`src/rtl/frame_buffer_writer_if.sv`:
```
// Camera-side pixel stream and frame-buffer write port of frame_buffer_writer.
// The writer takes the slave view; whoever drives the camera and consumes the writes takes the master view.
interface frame_buffer_writer_if;
  logic        start;
  logic        vsync;
  logic        href;
  logic        ready_color;
  logic [4:0]  red;
  logic [5:0]  green;
  logic [4:0]  blue;
  logic        we;
  logic [14:0] addr;
  logic [7:0]  data;
  logic        frame_done;
  logic        busy;
  logic        err;

  modport slave (
    input  start, vsync, href, ready_color, red, green, blue,
    output we, addr, data, frame_done, busy, err
  );

  modport master (
    output start, vsync, href, ready_color, red, green, blue,
    input  we, addr, data, frame_done, busy, err
  );
endinterface

```
`src/rtl/frame_buffer_writer.sv`:
```
// Captures whole camera frames, decimates by DEC in both axes and writes RGB332 pixels
// to a frame buffer at sequential addresses; flags malformed frame geometry in a sticky ERR.
module frame_buffer_writer #(
  parameter int H_IN = 640,
  parameter int V_IN = 480,
  parameter int DEC  = 4
) (
  input  logic                  clk_i,
  input  logic                  rst_n_i,
  frame_buffer_writer_if.slave  port_io
);

  // One extra bit above what H_IN/V_IN need, so overlong lines/frames saturate instead of wrapping
  localparam int COL_W = $clog2(H_IN + 1) + 1;
  localparam int ROW_W = $clog2(V_IN + 1) + 1;
  localparam logic [COL_W-1:0] COL_MASK = COL_W'(DEC - 1);
  localparam logic [ROW_W-1:0] ROW_MASK = ROW_W'(DEC - 1);
  localparam logic [COL_W-1:0] COL_END  = COL_W'(H_IN);
  localparam logic [ROW_W-1:0] ROW_END  = ROW_W'(V_IN);

  typedef enum logic [1:0] {
    IDLE       = 2'd0,
    WAIT_FRAME = 2'd1,
    ACTIVE     = 2'd2,
    DONE       = 2'd3
  } state_e;

  state_e           state_q, state_d;
  logic             vsync_q, href_q, ready_q, start_q;
  logic [COL_W-1:0] col_q, col_d;
  logic [ROW_W-1:0] row_q, row_d;
  logic [14:0]      addr_cnt_q, addr_cnt_d;
  logic [14:0]      addr_q, addr_d;
  logic [7:0]       data_q, data_d;
  logic             we_q, we_d;
  logic             err_q, err_d;

  logic vsync_fall, vsync_rise, href_fall, ready_rise, start_rise;
  logic accept, on_grid, in_range;
  logic busy, frame_done;
  logic unused_bits;

  assign vsync_fall = vsync_q & ~port_io.vsync;
  assign vsync_rise = ~vsync_q & port_io.vsync;
  assign href_fall  = href_q & ~port_io.href;
  assign ready_rise = ~ready_q & port_io.ready_color;
  assign start_rise = ~start_q & port_io.start;

  assign accept   = (state_q == ACTIVE) && port_io.href && ready_rise;
  assign on_grid  = ((col_q & COL_MASK) == '0) && ((row_q & ROW_MASK) == '0);
  assign in_range = (col_q < COL_END) && (row_q < ROW_END);

  // Low colour bits are dropped by the RGB565 -> RGB332 reduction
  assign unused_bits = ^{port_io.red[1:0], port_io.green[2:0], port_io.blue[2:0]};

  always_comb begin
    state_d    = state_q;
    col_d      = col_q;
    row_d      = row_q;
    addr_cnt_d = addr_cnt_q;
    addr_d     = addr_q;
    data_d     = data_q;
    we_d       = 1'b0;
    err_d      = err_q;
    busy       = 1'b0;
    frame_done = 1'b0;

    if (start_rise) begin
      err_d = 1'b0;
    end

    case (state_q)
      IDLE: begin
        if (port_io.start) begin
          state_d = WAIT_FRAME;
        end
      end

      WAIT_FRAME: begin
        busy = 1'b1;
        if (!port_io.start) begin
          state_d = IDLE;
        end else if (vsync_fall) begin
          state_d    = ACTIVE;
          col_d      = '0;
          row_d      = '0;
          addr_cnt_d = '0;
        end
      end

      ACTIVE: begin
        busy = 1'b1;
        if (vsync_rise) begin
          state_d = DONE;
        end
        // A falling HREF with no pixels is a blanking glitch, not a line
        if (href_fall) begin
          col_d = '0;
          if (col_q != '0) begin
            row_d = (row_q == '1) ? row_q : row_q + 1'b1;
            if (col_q != COL_END) begin
              err_d = 1'b1;
            end
          end
        end
        if (accept) begin
          col_d = (col_q == '1) ? col_q : col_q + 1'b1;
          if (!in_range) begin
            err_d = 1'b1;
          end
          // Stored pixels arrive in raster order, so a running count equals the row-major address
          if (on_grid && in_range) begin
            we_d       = 1'b1;
            addr_d     = addr_cnt_q;
            addr_cnt_d = addr_cnt_q + 15'd1;
            data_d     = {port_io.red[4:2], port_io.green[5:3], port_io.blue[4:3]};
          end
        end
      end

      DONE: begin
        frame_done = 1'b1;
        state_d    = port_io.start ? WAIT_FRAME : IDLE;
        if (row_q != ROW_END) begin
          err_d = 1'b1;
        end
      end

      default: begin
        state_d = IDLE;
      end
    endcase
  end

  always_ff @(posedge clk_i or negedge rst_n_i) begin
    if (!rst_n_i) begin
      state_q    <= IDLE;
      vsync_q    <= 1'b0;
      href_q     <= 1'b0;
      ready_q    <= 1'b0;
      start_q    <= 1'b0;
      col_q      <= '0;
      row_q      <= '0;
      addr_cnt_q <= '0;
      addr_q     <= '0;
      data_q     <= '0;
      we_q       <= 1'b0;
      err_q      <= 1'b0;
    end else begin
      state_q    <= state_d;
      vsync_q    <= port_io.vsync;
      href_q     <= port_io.href;
      ready_q    <= port_io.ready_color;
      start_q    <= port_io.start;
      col_q      <= col_d;
      row_q      <= row_d;
      addr_cnt_q <= addr_cnt_d;
      addr_q     <= addr_d;
      data_q     <= data_d;
      we_q       <= we_d;
      err_q      <= err_d;
    end
  end

  assign port_io.we         = we_q;
  assign port_io.addr       = addr_q;
  assign port_io.data       = data_q;
  assign port_io.err        = err_q;
  assign port_io.busy       = busy;
  assign port_io.frame_done = frame_done;

endmodule

```
`src/flat_wrapper.sv`:
```
// flat-port wrapper written by rule: the top's interface ports become plain ports
module frame_buffer_writer_flat 
#(
  parameter int H_IN = 640,
  parameter int V_IN = 480,
  parameter int DEC  = 4
)
  (clk_i, rst_n_i, port_io_start, port_io_vsync, port_io_href, port_io_ready_color, port_io_red, port_io_green, port_io_blue, port_io_we, port_io_addr, port_io_data, port_io_frame_done, port_io_busy, port_io_err);
  frame_buffer_writer_if port_io_i ();
  input  logic clk_i;
  input  logic rst_n_i;
  input wire logic [$bits(port_io_i.start)-1:0] port_io_start;
  input wire logic [$bits(port_io_i.vsync)-1:0] port_io_vsync;
  input wire logic [$bits(port_io_i.href)-1:0] port_io_href;
  input wire logic [$bits(port_io_i.ready_color)-1:0] port_io_ready_color;
  input wire logic [$bits(port_io_i.red)-1:0] port_io_red;
  input wire logic [$bits(port_io_i.green)-1:0] port_io_green;
  input wire logic [$bits(port_io_i.blue)-1:0] port_io_blue;
  output wire logic [$bits(port_io_i.we)-1:0] port_io_we;
  output wire logic [$bits(port_io_i.addr)-1:0] port_io_addr;
  output wire logic [$bits(port_io_i.data)-1:0] port_io_data;
  output wire logic [$bits(port_io_i.frame_done)-1:0] port_io_frame_done;
  output wire logic [$bits(port_io_i.busy)-1:0] port_io_busy;
  output wire logic [$bits(port_io_i.err)-1:0] port_io_err;
  assign port_io_i.start = port_io_start;
  assign port_io_i.vsync = port_io_vsync;
  assign port_io_i.href = port_io_href;
  assign port_io_i.ready_color = port_io_ready_color;
  assign port_io_i.red = port_io_red;
  assign port_io_i.green = port_io_green;
  assign port_io_i.blue = port_io_blue;
  assign port_io_we = port_io_i.we;
  assign port_io_addr = port_io_i.addr;
  assign port_io_data = port_io_i.data;
  assign port_io_frame_done = port_io_i.frame_done;
  assign port_io_busy = port_io_i.busy;
  assign port_io_err = port_io_i.err;
  frame_buffer_writer #(.H_IN(H_IN), .V_IN(V_IN), .DEC(DEC)) u_core (.clk_i(clk_i), .rst_n_i(rst_n_i), .port_io(port_io_i));
endmodule
```
`config.mk`:
```
export PLATFORM = sky130hd
export DESIGN_NAME = frame_buffer_writer_flat
export DESIGN_NICKNAME = d
export VERILOG_FILES = /design/src/rtl/frame_buffer_writer_if.sv /design/src/rtl/frame_buffer_writer.sv /design/src/flat_wrapper.sv
export SDC_FILE = /design/constraint.sdc
export NUM_CORES = 1
export LEC_CHECK = 0
export CAP_MARGIN = 20
export CORE_MARGIN = 5
export CORE_UTILIZATION = 45
export CTS_BUF_LIST = sky130_fd_sc_hd__clkbuf_2
export DETAILED_ROUTE_END_ITERATION = 16
export PLACE_DENSITY = 0.68
export SETUP_SLACK_MARGIN = 0.2
export SLEW_MARGIN = 0
export SYNTH_ARGS = -nofsm -noshare
export SYNTH_HDL_FRONTEND = slang
export SYNTH_SLANG_ARGS = --single-unit
```
`constraint.sdc`:
```
create_clock -name clk_i -period 4.75 [get_ports clk_i]
set_input_delay 0.95 -clock clk_i [delete_from_list [all_inputs] [get_ports clk_i]]
set_output_delay 0.95 -clock clk_i [all_outputs]
set_load 0.005 [all_outputs]
```
-- Word-level counts from Yosys, hierarchy flattened
Cells that the tools add are included.
- $add $sub $neg: 3
- $lt $le $gt $ge: 2
- equality and inequality tests: 19
- mux-type cells: 36
- bitwise gates (word level): 10
- reductions and logical operators: 16
- operators by type and width (operator ; count):
    $mux W15 ; 4
    $mux W11 ; 5
    $mux W10 ; 5
    $pmux W15 S2 ; 1
    $pmux W11 S2 ; 1
    $pmux W10 S2 ; 1
    $add A15 B1 Y15 const B ; 1
    $mux W1 ; 13
    $add A11 B1 Y11 const B ; 1
    $eq A11 B11 Y1 const B ; 1
    $logic_not A11 Y1 ; 1
    $lt A11 B10 Y1 const B ; 1
    $ne A11 B10 Y1 const B ; 1
    $reduce_bool A11 Y1 ; 1
    $add A10 B1 Y10 const B ; 1
    $eq A10 B10 Y1 const B ; 1
    $logic_not A10 Y1 ; 1
    $lt A10 B9 Y1 const B ; 1
    $ne A10 B9 Y1 const B ; 1
    $ne A2 B2 Y1 const B ; 5
    $reduce_and A5 Y1 ; 2
    $mux W2 ; 4
    $ne A2 B1 Y1 const B ; 4
    $pmux W2 S4 ; 1
    other kinds (14) ; 28
- bits in registers: 67
- input bits: 22
- output and inout port bits: 27
- word-level logic and storage cells: 98

-- Logic depth before layout (Yosys ltp)
Gate-level depths: netlist of the first run.
- word-level depth: 9
- mapped depth: 10
- gate-level depth less buffers: 8

-- Worst setup path after synthesis of the first run
Ideal clock, no wire load.
- path kind: input -> register
- start point: input port_io_href
- end point: register u_core.col_q[9]
- setup time: 0.066 ns
- arrival: 2.129 ns
- required time: 4.684 ns
- path slack: 2.555 ns
- stages: 5
- cells stage by stage: nand2b_1 -> a32oi_2 -> o21ai_1 -> or4_1 -> nand2_1
- cells in the longest elaborated chain, start to end: 4
- RTL lines (element ; RTL line ; RTL):
    from (decl) ; flat_wrapper.sv:14 ; input wire logic [$bits(port_io_i.href)-1:0] port_io_href;
    $not A1 Y1 / $logic_and A1 B1 Y1 (equally long branches) ; frame_buffer_writer.sv:45, frame_buffer_writer.sv:49 ;
    $and A1 B1 Y1 / $logic_and A1 B1 Y1 (equally long branches) ; frame_buffer_writer.sv:45, frame_buffer_writer.sv:49 ;
    $ne A3 B1 Y1 (no line) (tied with other cells) ; - ;
    $reduce_and A5 Y1 (no line) / $pmux W11 S2 (equally long branches) ; - ;
    to (signal assigned) ; frame_buffer_writer.sv:155 ; col_q <= col_d;
    to (decl) ; frame_buffer_writer.sv:30 ; logic [COL_W-1:0] col_q, col_d;
Parallel ways exist; a longest one is shown, timed or not.
A chain may end at the register's enable or synchronous reset.

-- Final worst setup path of the first run
- start point: register u_core.state_q[0]
- end point: register u_core.addr_cnt_q[4]
- cells in the longest elaborated chain, start to end: 5
- RTL lines (element ; RTL line ; RTL):
    from (decl) ; frame_buffer_writer.sv:28 ; state_e state_q, state_d;
    from (signal assigned) ; frame_buffer_writer.sv:150 ; state_q <= state_d;
    $eq A2 B2 Y1 ; frame_buffer_writer.sv:49, frame_buffer_writer.sv:72 ;
    $logic_and A1 B1 Y1 (2 in series) ; frame_buffer_writer.sv:49 ; assign accept = (state_q == ACTIVE) && port_io.href && ready_rise;
    $ne A2 B1 Y1 (no line) ; - ;
    $reduce_and A5 Y1 (no line) ; - ;
    to (signal assigned) ; frame_buffer_writer.sv:157 ; addr_cnt_q <= addr_cnt_d;
    to (decl) ; frame_buffer_writer.sv:32 ; logic [14:0] addr_cnt_q, addr_cnt_d;
Parallel ways exist; a longest one is shown, timed or not.

==> results.cfg, run 1 <==
[run_status]
status = complete, no violations

[cts]
clock_latency_ns = 0.51
clk_pin_slew_ns = 0.20
postCtsSetupBuffers = 0
clockBufferDepth = 2
cts_buffers = 9
cts-root-buf = clkbuf_2
cts_tree = built
htreeDepth = 3
cts_hold_buffers = 0
cts_resized = 0
cts.sinks = 67

[yosys]
yosys_warnings = 0
synth_area_um2 = 3400
syn_inst = 359
syn_nets = 391
synthFlopType = dfrtp_1
yosysSeqAreaShare_pct = 49.3
synth_top_area_share_pct = 49.3
async_reset_ff_share_pct = 100
synth_largest_area_cell = dfrtp_1
synth_edf_count = 0
synth_cell_type_count = 59
avgSynthCellArea_um2 = 9.48
synthTopCellsByArea = dfrtp_1 (49%), nand2_1 (8.7%), ha_1 (3.7%)
ys_ff_latch = 67

[drt]
ant_nets = 0
drt_iter0_markers = 119
routedWlPerCell_um = 14.0
viasPerCell = 5.35
drc = 0
first_pass_iters = 4
drt-total-wl_um = 7100
route.vias.total = 2707

[pwr]
power_uw = 1520
power_density_nw_per_um2 = 375
ir_drop_mv = 0.231
p_leak_uw = 0.00183

[timing]
hold_viol_final = 0
rsz0062_at_grt = false
setup_violations = 0
fin_skew_ns = 0.0275
post-route-period-util_pct = 64.3
setup_tns_ns = 0
slew_violations = 0
fmax_mhz = 327
max_slew_margin_pct = 42.5
period_needed_ns = 3.05
worstMarginPinSlew_ns = 0.863

[layout]
area_growth_pct = 19.1
layout.cells.most_common = nand2_1
final_cell_mix = nand2_1 (79), dfrtp_1 (67), clkdlybuf4s50_1 (39)
fill_cells = 689
drive_gt1_share_pct = 8.60
antenna_cells = 0
fin_nets = 434

[critical_path]
critPathMaxFanout = 39
crit_path_end_kind = flop
required_ns = 5.17
cp.arrival_ns = 3.47
path_class = flop to flop
rr_worst_depth = 7
critPathLaunchType = flop

[placed_design]
place_congestion = 0.863
port_buffers = 40
hpwl_um = 4960

[die]
core_area_um2 = 7290
die_width_um = 97.0
die_height_um = 97.0
ioPinCount = 49
die_area_um2 = 9400
rows = 31
floorplan.initialDensity_pct = 46.7

[global_routing]
grt_pass1_vias = 2593
grt_max_degree = 40
grt-ovfl-total = 0
grt_pass1_wl_um = 12400
grt_use_total_pct = 15.8
antenna_found_initial = 0

[job]
cap_violations = 0

[worst_hold_path]
hold_depth = 2
hold_class = flop to flop
## layer usage
layer  wire (um)  GRT usage, %  vias to the layer above
met3         340          4.17                       10
li1            -             -                     1348
met4         109          6.48                        0
met5           0             0                        -
met2        3210          23.8                       59
met1        3440          21.7                     1290
## where the power goes
group | internal, uW | leakage, uW | switching (uW)
Combinational | 184 | 0.000825 | 211
Sequential | 630 | 0.000914 | 40.4
Clock | 231 | 0.0000931 | 222
Total | 1040 | 0.00183 | 474
## final timing paths
kind / from / slack (ns) / endpoint
max in group asynchronous: rst_n_i / 3.31 / u_core.port_io.addr[11]$_DFFE_PN0P_
min: u_core.port_io.data[4]$_DFFE_PN0P_ / 0.50 / u_core.port_io.data[4]$_DFFE_PN0P_
min in group asynchronous: rst_n_i / 0.52 / u_core.port_io.addr[10]$_DFFE_PN0P_
max reg2reg: u_core.state_q[0]$_DFFE_PN0P_ / 1.70 / u_core.addr_cnt_q[4]$_DFFE_PN0P_
min reg2reg: u_core.port_io.data[4]$_DFFE_PN0P_ / 0.50 / u_core.port_io.data[4]$_DFFE_PN0P_
max: u_core.state_q[0]$_DFFE_PN0P_ / 1.70 / u_core.addr_cnt_q[4]$_DFFE_PN0P_
## cells in the mapped netlist, drive strengths merged (2+ instances only)
cell type	n
nand2	79
dfrtp	67
o21ai	26
nor2	23
inv	15
a21oi	13
nand3	13
xnor2	11
ha	10
buf	8
nand4	8
nor3	8
a31oi	7
and3	7
and2	6
or3	5
a22o	4
a32o	4
nand2b	4
nor4	4
xor2	4
and4	3
clkbuf	3
or4	3
a21o	2
and4b	2
nand4b	2
nor4b	2
## flip-flops by register name, summed over array words and instances (netlist names), named ones only
| register | flops |
|---|---|
| u_core.href_q | 1 |
| u_core.ready_q | 1 |
| u_core.vsync_q | 1 |
| u_core.port_io.data | 8 |
| u_core.start_q | 1 |
| u_core.row_q | 10 |
| u_core.port_io.err | 1 |
| u_core.addr_cnt_q | 15 |
| u_core.port_io.we | 1 |
| u_core.port_io.addr | 15 |
| u_core.col_q | 11 |
| u_core.state_q | 1 |
## metrics by stage
stage / hold WS (ns) / util (%) / cells / setup WS (ns) / area, um2
after detailed placement: 0.461 / 53.3 / 490 / 1.27 / 3880
after floorplan: 0.458 / - / 359 / 2.56 / 3400
final: 0.497 / 55.6 / 506 / 1.70 / 4050
after global routing: 0.528 / 55.6 / 506 / 1.44 / 4050
after CTS: 0.504 / 55.6 / 506 / 1.66 / 4050
after global placement: 0.457 / 53.3 / 490 / 1.33 / 3880
## layout make-up
class | count | area [um2] | share of cell area, %
tap | 99 | 124 | 3.06
inverter | 15 | 56.3 | 1.39
clock inverter | 7 | 124 | 3.06
timing repair buffer | 43 | 418 | 10.3
clock buffer | 9 | 45.0 | 1.11
sequential | 67 | 1680 | 41.4
multi-input combinational | 266 | 1610 | 39.7
## critical path: stages (launching register included)
cell and delay [ns]:
dfrtp_1 0.46, inv_1 0.14, ha_1 0.48, and4b_1 0.47, nand4_4 0.51, inv_2 0.49, nand3_1 0.13, a32o_1 0.27
## cell families after synthesis
family	share of synthesized area, %
AND/OR/NAND/NOR	26.7
XOR/XNOR	3.86
buffers and inverters	3.42
adder cells (fa/ha/maj)	3.68
multiplexers	0.625
AO/OA/AOI/OAI	12.4
flip-flops	49.3
(Power assumes the default switching activity.)
==> run 2: changes to the inputs <==
Settings changed: PLACE_DENSITY 0.68 to 0.71.
Clock period 4.75 ns to 2.59 ns, I/O delays scaled along.
==> run 2 against run 1 <==
Effect of this change:
- first-iteration DRC count grew 34%
- die area unchanged
- critical endpoint is now port_io_frame_done
- highest routed layer unchanged
- clock power increased by 21%
- count of clock-buffer cells in the layout unchanged
- sequential share of layout area shrank 0.60 points
- sequential cell count unchanged
- largest power group unchanged
- critical path depth is 4 lower
- final area grew 1.5%
- global-route usage grew 0.91 points
- hold slack worse by 0.082 ns
- power rose by 72%
==> results.cfg, run 2 (synthesis gave the netlist of run 1 again) <==
[critical_path]
required_ns = 2.07
reg2reg_slack_ns = 0.42
cp.arrival_ns = 1.73
path_class = flop to primary output
rr_worst_depth = 8
startpoint = u_core.state_q[0]$_DFFE_PN0P_
critPathLaunchType = flop
crit_path_end_kind = primary output
r2r-start = u_core.state_q[0]$_DFFE_PN0P_
critPathMaxFanout = 3

[timing]
rsz0062_at_grt = false
worstMarginPinSlew_ns = 0.547
post-route-period-util_pct = 86.6
fmax_mhz = 446
setup_violations = 0
hold_viol_final = 0
max_slew_margin_pct = 63.2
slew_violations = 0
fin_skew_ns = 0.0269
period_needed_ns = 2.24
setup_tns_ns = 0

[cts]
clockBufferDepth = 2
cts_tree = built
cts-root-buf = clkbuf_2
clk_pin_slew_ns = 0.22
clock_latency_ns = 0.52
cts_buffers = 9
htreeDepth = 3
cts.sinks = 67

[placed_design]
place_congestion = 0.817
dp_cells = 498
hpwl_um = 5240
port_buffers = 40

[layout]
antenna_cells = 0
final_cell_mix = nand2_1 (79), dfrtp_1 (67), clkdlybuf4s50_1 (38)
fill_cells = 672
drive_gt1_share_pct = 12.2
fin_nets = 445
area_growth_pct = 20.9
layout.cells.most_common = nand2_1
final_cells = 517

[drt]
routedWlPerCell_um = 14.3
viasPerCell = 5.36
ant_nets = 0
drt_iter0_markers = 160
drc = 0
first_pass_iters = 4
drt-total-wl_um = 7390
route.vias.total = 2770

[die]
ioPinCount = 49
floorplan.initialDensity_pct = 46.7
die_width_um = 97.0
die_area_um2 = 9400
die_height_um = 97.0
core_area_um2 = 7290
rows = 31

[pwr]
ir_drop_mv = 0.372
p_leak_uw = 0.00187
power_uw = 2620
power_density_nw_per_um2 = 636

[global_routing]
grt_pass1_wl_um = 13100
grt_max_degree = 53
grt-ovfl-total = 0
grt_use_total_pct = 16.8
grt_pass1_vias = 2731
antenna_found_initial = 0

[worst_hold_path]
hold_class = input port to async pin

[job]
cap_violations = 0

[run_status]
status = complete, no violations
## run 2: changes by cell type in the layout (fill, tap and decap cells not counted), moves of 2 or more
cell       before  now
ha_4            0    2
clkinv_4        1    4
inv_1          14   12
bufinv_16       3    0
ha_1           10    7
buf_4           3   12
clkinv_2        0    2
inv_2           1    3
## run 2: area by class of cell
class / count / area, um2 / share of cell area (%)
well taps: 99 / 124 / 3.01
repair buffers: 54 / 518 / 12.6
inverters: 15 / 56.3 / 1.37
flip-flops and latches: 67 / 1680 / 40.8
clock inverters: 7 / 53.8 / 1.31
multi-input cells: 266 / 1640 / 39.9
clock buffers: 9 / 45.0 / 1.10
## run 2: path summary, 6_finish.rpt
| kind | end |
|---|---|
| min in group clk_i | u_core.port_io.data[3]$_DFFE_PN0P_ |
| worst min register to register | u_core.port_io.data[3]$_DFFE_PN0P_ |
| worst max-delay path | port_io_frame_done |
| worst min-delay path | u_core.port_io.addr[8]$_DFFE_PN0P_ |
| max in group asynchronous | u_core.col_q[10]$_DFFE_PN0P_ |
| worst max register to register | u_core.addr_cnt_q[12]$_DFFE_PN0P_ |
## run 2: report_power, final
part	switching [uW]	total, uW	internal, uW
combinational	429	845	415
sequential	70.0	1220	1150
clock	414	548	133
total	914	2620	1700
## run 2: critical path: stages, from the launching register on
cell and delay [ns]:
dfrtp_1 0.44, buf_4 0.16, ha_4 0.16, clkdlybuf4s50_1 0.44
## run 2: timing repair
action / 4_1_cts / 5_1_grt
endpoints found under the hold margin: 15 / 0
setup endpoints to repair: 1 / 14
buffers inserted: 2 / 0
hold buffers: 1 / 0
gates resized for setup: 1 / 7
## run 2: routing by layer
metal | vias to the layer above | global-route usage (%) | routed length (um)
li1 | 1376 | - | -
met5 | - | 0 | 0
met3 | 12 | 4.39 | 364
met1 | 1308 | 22.3 | 3550
met4 | 0 | 7.56 | 123
met2 | 74 | 25.6 | 3350
## run 2: through the flow
step	instance area (um2)	util [%]	worst slack, ns	hold WS [ns]
finish	4110	56.4	0.346	0.415
global route	4110	56.4	0.237	0.409
CTS	4090	56.1	0.215	0.379
detailed placement	3960	54.3	0.122	0.457
global placement	3960	54.3	0.190	0.452
floorplan	3400	-	0.643	0.222
==> run 3: changes to the inputs <==
Settings changed: CAP_MARGIN 20 to unset.
==> results of run 3 <==
Final layout, timing and power as in run 2 (identical DEF).
